<file path="src/rtl/rr_request_queue_if.sv">
// rtl/rr_request_queue_if.sv - consumer-side and scheduler-side handshake bundle for rr_request_queue
interface rr_request_queue_if #(
  parameter int ADDR_WIDTH  = 4,
  parameter int VALUE_WIDTH = 8,
  parameter int DEPTH       = 4
);
  localparam int REQ_WIDTH = ADDR_WIDTH + VALUE_WIDTH + 2;
  localparam int CW        = $clog2(DEPTH) + 1;

  logic                   in_valid;
  logic                   in_ready;
  logic                   in_we;
  logic [ADDR_WIDTH-1:0]  in_addr;
  logic [VALUE_WIDTH-1:0] in_value;
  logic [REQ_WIDTH-1:0]   request;
  logic                   grant;
  logic [CW-1:0]          count;
  logic                   full;
  logic                   empty;
  logic                   err_grant;

  modport master (
    output in_valid, in_we, in_addr, in_value, grant,
    input  in_ready, request, count, full, empty, err_grant
  );

  modport slave (
    input  in_valid, in_we, in_addr, in_value, grant,
    output in_ready, request, count, full, empty, err_grant
  );
endinterface

</file>
<file path="src/rtl/rr_request_queue.sv">
// rtl/rr_request_queue.sv - per-consumer request FIFO feeding one round-robin scheduler input
// Optional zero-latency empty-queue bypass under macro RR_REQ_QUEUE_BYPASS_EN.
module rr_request_queue #(
  parameter int ADDR_WIDTH  = 4,
  parameter int VALUE_WIDTH = 8,
  parameter int DEPTH       = 4
) (
  input  logic              clk,
  input  logic              reset,
  rr_request_queue_if.slave q
);
  localparam int REQ_WIDTH = ADDR_WIDTH + VALUE_WIDTH + 2;
  localparam int CW        = $clog2(DEPTH) + 1;
  localparam int PW        = $clog2(DEPTH);
  localparam int EW        = REQ_WIDTH - 1;

  logic [EW-1:0]        mem_q [DEPTH];
  logic [PW-1:0]        rd_ptr_q, rd_ptr_d;
  logic [PW-1:0]        wr_ptr_q, wr_ptr_d;
  logic [CW-1:0]        count_q, count_d;
  logic                 err_q, err_d;
  logic                 head_valid, full_w;
  logic                 push, pop, bypass_take, store, drain;
  logic [REQ_WIDTH-1:0] request_w;

  assign head_valid = (count_q != '0);
  assign full_w     = (count_q == CW'(DEPTH));

  always_comb begin
    // Whole word is forced to zero when empty so the scheduler can OR queues together.
    request_w   = head_valid ? {1'b1, mem_q[rd_ptr_q]} : '0;
    bypass_take = 1'b0;
`ifdef RR_REQ_QUEUE_BYPASS_EN
    if (!head_valid && q.in_valid) begin
      request_w = {1'b1, q.in_we, q.in_addr, q.in_value};
    end
`endif
    push = q.in_valid & ~full_w;
    pop  = q.grant & request_w[REQ_WIDTH-1];
`ifdef RR_REQ_QUEUE_BYPASS_EN
    bypass_take = ~head_valid & push & q.grant;
`endif
    store = push & ~bypass_take;
    drain = pop & ~bypass_take;

    wr_ptr_d = store ? wr_ptr_q + PW'(1) : wr_ptr_q;
    rd_ptr_d = drain ? rd_ptr_q + PW'(1) : rd_ptr_q;
    case ({store, drain})
      2'b10:   count_d = count_q + CW'(1);
      2'b01:   count_d = count_q - CW'(1);
      default: count_d = count_q;
    endcase
    err_d = err_q | (q.grant & ~request_w[REQ_WIDTH-1]);
  end

  always_ff @(posedge clk or negedge reset) begin
    if (!reset) begin
      rd_ptr_q <= '0;
      wr_ptr_q <= '0;
      count_q  <= '0;
      err_q    <= 1'b0;
    end else begin
      rd_ptr_q <= rd_ptr_d;
      wr_ptr_q <= wr_ptr_d;
      count_q  <= count_d;
      err_q    <= err_d;
    end
  end

  // Storage is deliberately left out of reset; count_q alone qualifies its contents.
  always_ff @(posedge clk) begin
    if (store) begin
      mem_q[wr_ptr_q] <= {q.in_we, q.in_addr, q.in_value};
    end
  end

  assign q.request   = request_w;
  assign q.in_ready  = ~full_w;
  assign q.full      = full_w;
  assign q.empty     = ~head_valid;
  assign q.count     = count_q;
  assign q.err_grant = err_q;
endmodule

</file>
<file path="src/flat_wrapper.sv">
// flat-port wrapper written by rule: the top's interface ports become plain ports
module rr_request_queue_flat 
#(
  parameter int ADDR_WIDTH  = 4,
  parameter int VALUE_WIDTH = 8,
  parameter int DEPTH       = 4
)
  (clk, reset, q_in_valid, q_in_we, q_in_addr, q_in_value, q_grant, q_in_ready, q_request, q_count, q_full, q_empty, q_err_grant);
  rr_request_queue_if #(.ADDR_WIDTH(ADDR_WIDTH), .VALUE_WIDTH(VALUE_WIDTH), .DEPTH(DEPTH)) q_i ();
  input  logic clk;
  input  logic reset;
  input wire logic [$bits(q_i.in_valid)-1:0] q_in_valid;
  input wire logic [$bits(q_i.in_we)-1:0] q_in_we;
  input wire logic [$bits(q_i.in_addr)-1:0] q_in_addr;
  input wire logic [$bits(q_i.in_value)-1:0] q_in_value;
  input wire logic [$bits(q_i.grant)-1:0] q_grant;
  output wire logic [$bits(q_i.in_ready)-1:0] q_in_ready;
  output wire logic [$bits(q_i.request)-1:0] q_request;
  output wire logic [$bits(q_i.count)-1:0] q_count;
  output wire logic [$bits(q_i.full)-1:0] q_full;
  output wire logic [$bits(q_i.empty)-1:0] q_empty;
  output wire logic [$bits(q_i.err_grant)-1:0] q_err_grant;
  assign q_i.in_valid = q_in_valid;
  assign q_i.in_we = q_in_we;
  assign q_i.in_addr = q_in_addr;
  assign q_i.in_value = q_in_value;
  assign q_i.grant = q_grant;
  assign q_in_ready = q_i.in_ready;
  assign q_request = q_i.request;
  assign q_count = q_i.count;
  assign q_full = q_i.full;
  assign q_empty = q_i.empty;
  assign q_err_grant = q_i.err_grant;
  rr_request_queue #(.ADDR_WIDTH(ADDR_WIDTH), .VALUE_WIDTH(VALUE_WIDTH), .DEPTH(DEPTH)) u_core (.clk(clk), .reset(reset), .q(q_i));
endmodule
</file>
<file path="config.mk">
export PLATFORM = sky130hd
export DESIGN_NAME = rr_request_queue_flat
export DESIGN_NICKNAME = d
export VERILOG_FILES = /design/src/rtl/rr_request_queue_if.sv /design/src/rtl/rr_request_queue.sv /design/src/flat_wrapper.sv
export SDC_FILE = /design/constraint.sdc
export NUM_CORES = 1
export LEC_CHECK = 0
export BUFFER_PORTS_ARGS = -buffer_cell sky130_fd_sc_hd__buf_2
export CAP_MARGIN = 10
export CORE_AREA = 5 5 80 82
export DETAILED_ROUTE_END_ITERATION = 8
export DIE_AREA = 0 0 85 87
export PLACE_DENSITY = 0.76
export SLEW_MARGIN = 20
export SYNTH_ARGS = -nofsm -noshare
export SYNTH_HDL_FRONTEND = slang
export SYNTH_SLANG_ARGS = --single-unit
</file>
<file path="constraint.sdc">
create_clock -name clk -period 5.51 [get_ports clk]
set_input_delay 0.551 -clock clk [delete_from_list [all_inputs] [get_ports clk]]
set_output_delay 0.551 -clock clk [all_outputs]
set_load 0.03 [all_outputs]
</file>
After elaboration in Yosys (flattened, before gate mapping)
Memory sizes are Yosys's and may differ from the RTL's.
Cells that the tools add are included.
{"block": "totals", "register_bits": 8, "ram_bits": 52, "inputBits": 17, "output_inout_bits": 21, "elab_cells": 25, "mem_count": 1}
{"block": "classes", "n_addsub": 4, "eq_ne": 3, "muxes": 4, "bitwise_logic": 7, "reduce_logical": 2}
{"name": "u_core.mem_q", "depth": 4, "width": 13, "rd": 1, "rd_ports_with_merged_regs": 0, "wr": 1, "line_no": "rr_request_queue.sv:17", "rtl": "logic [EW-1:0] mem_q [DEPTH];"}
{"op": "14-bit 2-to-1 mux", "n": 1}
{"op": "3-bit case mux with 2 select lines", "n": 1}
{"op": "2-bit by 1-bit adder with 2-bit output (second input constant)", "n": 2}
{"op": "3-bit by 1-bit adder with 3-bit output (second input constant)", "n": 1}
{"op": "1-bit bitwise AND", "n": 3}
{"op": "3-bit equality test (second input constant)", "n": 1}
{"op": "1-bit NOT", "n": 3}
{"op": "3-bit nonzero test", "n": 1}
{"op": "3-bit by 1-bit subtractor with 3-bit output (second input constant)", "n": 1}
{"op": "2-bit by 1-bit equality test with 1-bit output (second input constant)", "n": 1}
{"op": "2-bit equality test (second input constant)", "n": 1}
{"op": "1-bit 2-to-1 mux", "n": 2}
{"op": "2-bit nonzero test", "n": 1}
{"op": "1-bit bitwise OR", "n": 1}

Longest topological paths before layout
{"block": "depth", "word_depth": 5, "ltp_mapped": 11, "depth_no_buf": 11}

Least setup slack after synthesis
No wires, ideal clock.
{"block": "synth_path", "path_type": "flip-flop to flip-flop", "startpoint": "reg u_core.count_q[0] (netlist: u_core.q.count[0])", "endpoint": "reg u_core.count_q[2] (netlist: u_core.q.count[2])", "setup_time_ns": 0.080, "arrival_time_ns": 2.411, "required_time_ns": 5.430, "path_slack_ns": 3.019, "stages_incl_launch_ff": 12, "path_buffers": 0, "period_less_slack_ns": 2.491, "path_cell_list": "dfrtp_1 -> inv_1 -> nand3_1 -> inv_1 -> nor2b_2 -> inv_1 -> ha_1 -> inv_1 -> fa_1 -> xor2_1 -> nor2_1 -> xor2_1"}
{"block": "synth_between", "elab_chain_cells": 5, "word_cells_on_any_way": 12, "cone_classes": "add/sub: 2; eq/ne: 3; mux: 2; bitwise: 3; reduce/logical: 2"}
{"item": "from (decl)", "line_no": "rr_request_queue.sv:20", "rtl": "logic [CW-1:0] count_q, count_d;"}
{"item": "from (signal assigned)", "line_no": "rr_request_queue.sv:65", "rtl": "count_q <= count_d;"}
{"item": "3-bit equality test (*)", "line_no": "rr_request_queue.sv:27", "rtl": "assign full_w = (count_q == CW'(DEPTH));"}
{"item": "1-bit NOT (*)"}
{"item": "via q_in_ready", "line_no": "flat_wrapper.sv:17", "rtl": "output wire logic [$bits(q_i.in_ready)-1:0] q_in_ready;"}
{"item": "1-bit bitwise AND (*)", "line_no": "rr_request_queue.sv:38", "rtl": "push = q.in_valid & ~full_w;"}
{"item": "2-bit by 1-bit equality test with 1-bit output or 2-bit equality test (tied branches)", "line_no": "rr_request_queue.sv:48", "rtl": "case ({store, drain})"}
{"item": "3-bit case mux with 2 select lines or 2-bit nonzero test (tied branches)"}
The timed path passes the listed nets; every way through them passes the cells marked *.
A chain may end at the register's enable or synchronous reset.

Final worst setup path
{"block": "layout_path", "startpoint": "reg u_core.rd_ptr_q[0]", "endpoint": "out q_request[9]"}
{"block": "layout_between", "elab_chain_cells": 2}
{"item": "from (decl)", "line_no": "rr_request_queue.sv:18", "rtl": "logic [PW-1:0] rd_ptr_q, rd_ptr_d;"}
{"item": "from (signal assigned)", "line_no": "rr_request_queue.sv:63", "rtl": "rd_ptr_q <= rd_ptr_d;"}
{"item": "memory read 4 x 13 bit"}
{"item": "14-bit 2-to-1 mux", "line_no": "rr_request_queue.sv:31", "rtl": "request_w = head_valid ? {1'b1, mem_q[rd_ptr_q]} : '0;"}
{"item": "to (decl)", "line_no": "flat_wrapper.sv:18", "rtl": "output wire logic [$bits(q_i.request)-1:0] q_request;"}
No other way between the ends.

==> results.json <==
{
  "route.met2.wl_um": 2240,
  "rows": 28,
  "period_needed_ns": 2.78,
  "via_per_inst": 4.94,
  "vias": 1226,
  "synthDistinctLibCells": 23,
  "die_h_um": 87,
  "crit_fanout": 15,
  "avgSynthCellArea_um2": 19.5,
  "min_path_type": "input pin to async pin",
  "cts_hold_buffers": 0,
  "nets": 191,
  "path_clk_slew_ns": 0.07,
  "power_density_nw_per_um2": 610,
  "grt_pass1_vias": 1387,
  "synth_top_cells_by_area": "edfxtp_1 63%, dfrtp_1 8.1%, mux4_2 7.3%",
  "coreArea_um2": 5680,
  "cts_setup_buffers": 0,
  "critPathLaunchType": "flop",
  "synth.most_common_cell": "edfxtp_1",
  "first_iter_violations": 80,
  "antenna_found_initial": 0,
  "slew_violations": 0,
  "synth_area_um2": 2460,
  "cp-end-kind": "output pin",
  "final_cells": 248,
  "leakagePower_uw": 0.00110,
  "tightest_slew_ns": 0.876,
  "clock-sinks": 60,
  "routabilityCongestion": 0.739,
  "finalHoldViolCount": 0,
  "wire_per_inst_um": 17.5,
  "syn_nets": 149,
  "p_comb_frac": 0.373,
  "synthArstFlopShare": 0.133,
  "firstDrtPassIters": 4,
  "max_freq_ghz": 0.359,
  "cts_buffers": 9,
  "dp_cells": 232,
  "arrival_ns": 2.23,
  "slowest_delay_ns": 0.92,
  "synth_top_area_frac": 0.635,
  "crit_required_ns": 4.96,
  "sequentialPowerShare": 0.395,
  "ctsLongestPathBuffers": 2,
  "drive_gt1_frac": 0.353,
  "path_delay_family": "flip-flops",
  "tns_ns": 0,
  "yosysTopAreaCell": "edfxtp_1",
  "crit_path_end": "q_request[9]",
  "track_usage": 0.128,
  "htree_levels": 3,
  "grt_pass1_wl_um": 6900,
  "timing.rr.start": "u_core.q.count[0]",
  "worstSetupPathDepth": 3,
  "post_cts_resized": 0,
  "yosys_warnings": 0,
  "drt_drc_violations_left": 0,
  "antenna_cells": 0,
  "setup_viol": 0,
  "die_w_um": 85,
  "status": "completed",
  "cp_cell_sequence": "mux4_1 > and2_1 > buf_2",
  "dpl.hpwl_um": 2900,
  "synth-main-ff-cell": "edfxtp_1",
  "io_buffers": 37,
  "slew_headroom": 0.416,
  "rr_endpoint": "u_core.q.count[1]",
  "cp_slowest_cell": "dfrtp_1",
  "wl_met3_um": 305,
  "drtAntennaViolNets": 0,
  "ir_drop_uv": 361,
  "cts-root-buf": "clkbuf_8",
  "power.switching_uw": 647,
  "fin_crit_sh": 0.505,
  "drt-total-wl_um": 4340,
  "finalWorstSetupSlack_ns": 2.73,
  "swShare": 0.367,
  "dp_slack_ns": 3.03,
  "cap_violations": 0,
  "seq_area_frac_synth": 0.716,
  "synth_edf_count": 52,
  "postSynthCellCount": 126,
  "start_util": 0.433,
  "clockPowerShare": 0.231,
  "timing.reg2reg.setup_slack_ns": 3.14,
  "topRoutingLayerUsed": "met4",
  "r2r_cells": 6,
  "area_delta_synth_final_pct": 17.6,
  "synth-seq-cells": 60,
  "skew_ns": 0.00804,
  "critPathKind": "flop to output pin",
  "wl_met1_um": 1730,
  "clock_latency_ns": 0.33,
  "overflow": 0,
  "internal-power_uw": 1120,
  "startpoint": "u_core.rd_ptr_q[0]",
  "cp_num_buf_inv": 1,
  "grt_max_degree": 18,
  "fp.dieArea_um2": 7400,
  "ys_top_cells_by_count": "52 x edfxtp_1, 18 x and2_1, 8 x dfrtp_1, 8 x inv_1, 8 x mux4_2",
  "cts_tree": "done",
  "grt_setup_unrepaired": "false",
  "ios": 38
}
-- worst min path at each step --
stage	startpoint	end	slack, ns	depth (start not counted)
2_1_floorplan	reset	u_core.q.count[0]	0.26	0
5_1_grt	reset	u_core.wr_ptr_q[0]	0.05	1
3_5_place_dp	reset	u_core.wr_ptr_q[1]	0.40	1
3_3_place_gp	reset	u_core.wr_ptr_q[1]	0.40	1
4_1_cts	reset	u_core.q.err_grant	0.04	1
6_report	reset	u_core.q.count[2]	0.05	1
-- per-layer routing --
layer,track usage,up-vias
met1,0.146,620
met2,0.215,42
li1,-,558
met5,0,-
met4,0.0647,0
met3,0.0445,6
-- cell type report --
type                    instances  area (um2)
clock buffers                  10         128
clock inverters                 6        78.8
well taps                      75        93.8
inverters                       8        30.0
repair buffers                 37         185
fillers                       487        2780
flip-flops and latches         60        1760
multi-input cells              52         616
-- state kept, by name, summed over array words and instances (netlist names) --
signal	count
u_core.wr_ptr_q	2
u_core.mem_q	52
u_core.q.count	3
u_core.rd_ptr_q	2
u_core.q.err_grant	1
-- power groups by stage --
| stage | clock, uW | sequential [uW] | combinational (uW) |
|---|---|---|---|
| final | 408 | 698 | 659 |
| after floorplan | 0 | 673 | 534 |
| after detailed placement | 0 | 710 | 671 |
| after global routing | 440 | 710 | 715 |
| after CTS | 418 | 701 | 673 |
| after global placement | 0 | 696 | 644 |
-- cells by family (layout without fill, tap and decap cells) --
family                     after synthesis  count (layout)  share of synthesized area
muxes                                   14              14                      0.131
xor gates and xnor gates                 6               6                     0.0214
DFF                                     60              60                      0.716
AOI/OAI and AO/OA                        2               2                    0.00509
buffers and inverters                   14              61                     0.0336
and+or+nand+nor                         24              24                     0.0590
adders and majority gates                6               6                     0.0336
-- cell usage in the layout (no fill, tap or decap) --
cell,count
clkbuf_8,9
or3_1,1
mux2_2,1
nand3_1,2
clkbuf_1,1
and2_1,18
fa_1,1
buf_2,37
o21ai_0,1
clkinv_2,3
bufinv_16,2
mux4_2,8
a21o_1,1
nor2b_2,1
xnor2_1,3
dfrtp_1,8
inv_1,8
edfxtp_1,52
ha_1,5
mux4_1,5
clkinv_1,1
nand2_1,1
nor2_1,1
xor2_1,3
-- through the flow --
step	instance area, um2	util	hold slack [ns]	power (uW)
2_1_floorplan	2460	-	0.255	1210
3_3_place_gp	2690	0.473	0.399	1340
3_5_place_dp	2690	0.473	0.403	1380
4_1_cts	2890	0.510	0.0395	1790
5_1_grt	2890	0.510	0.0483	1870
6_report	2890	0.510	0.0481	1760
Note: power is estimated with default switching activity, not from simulation.
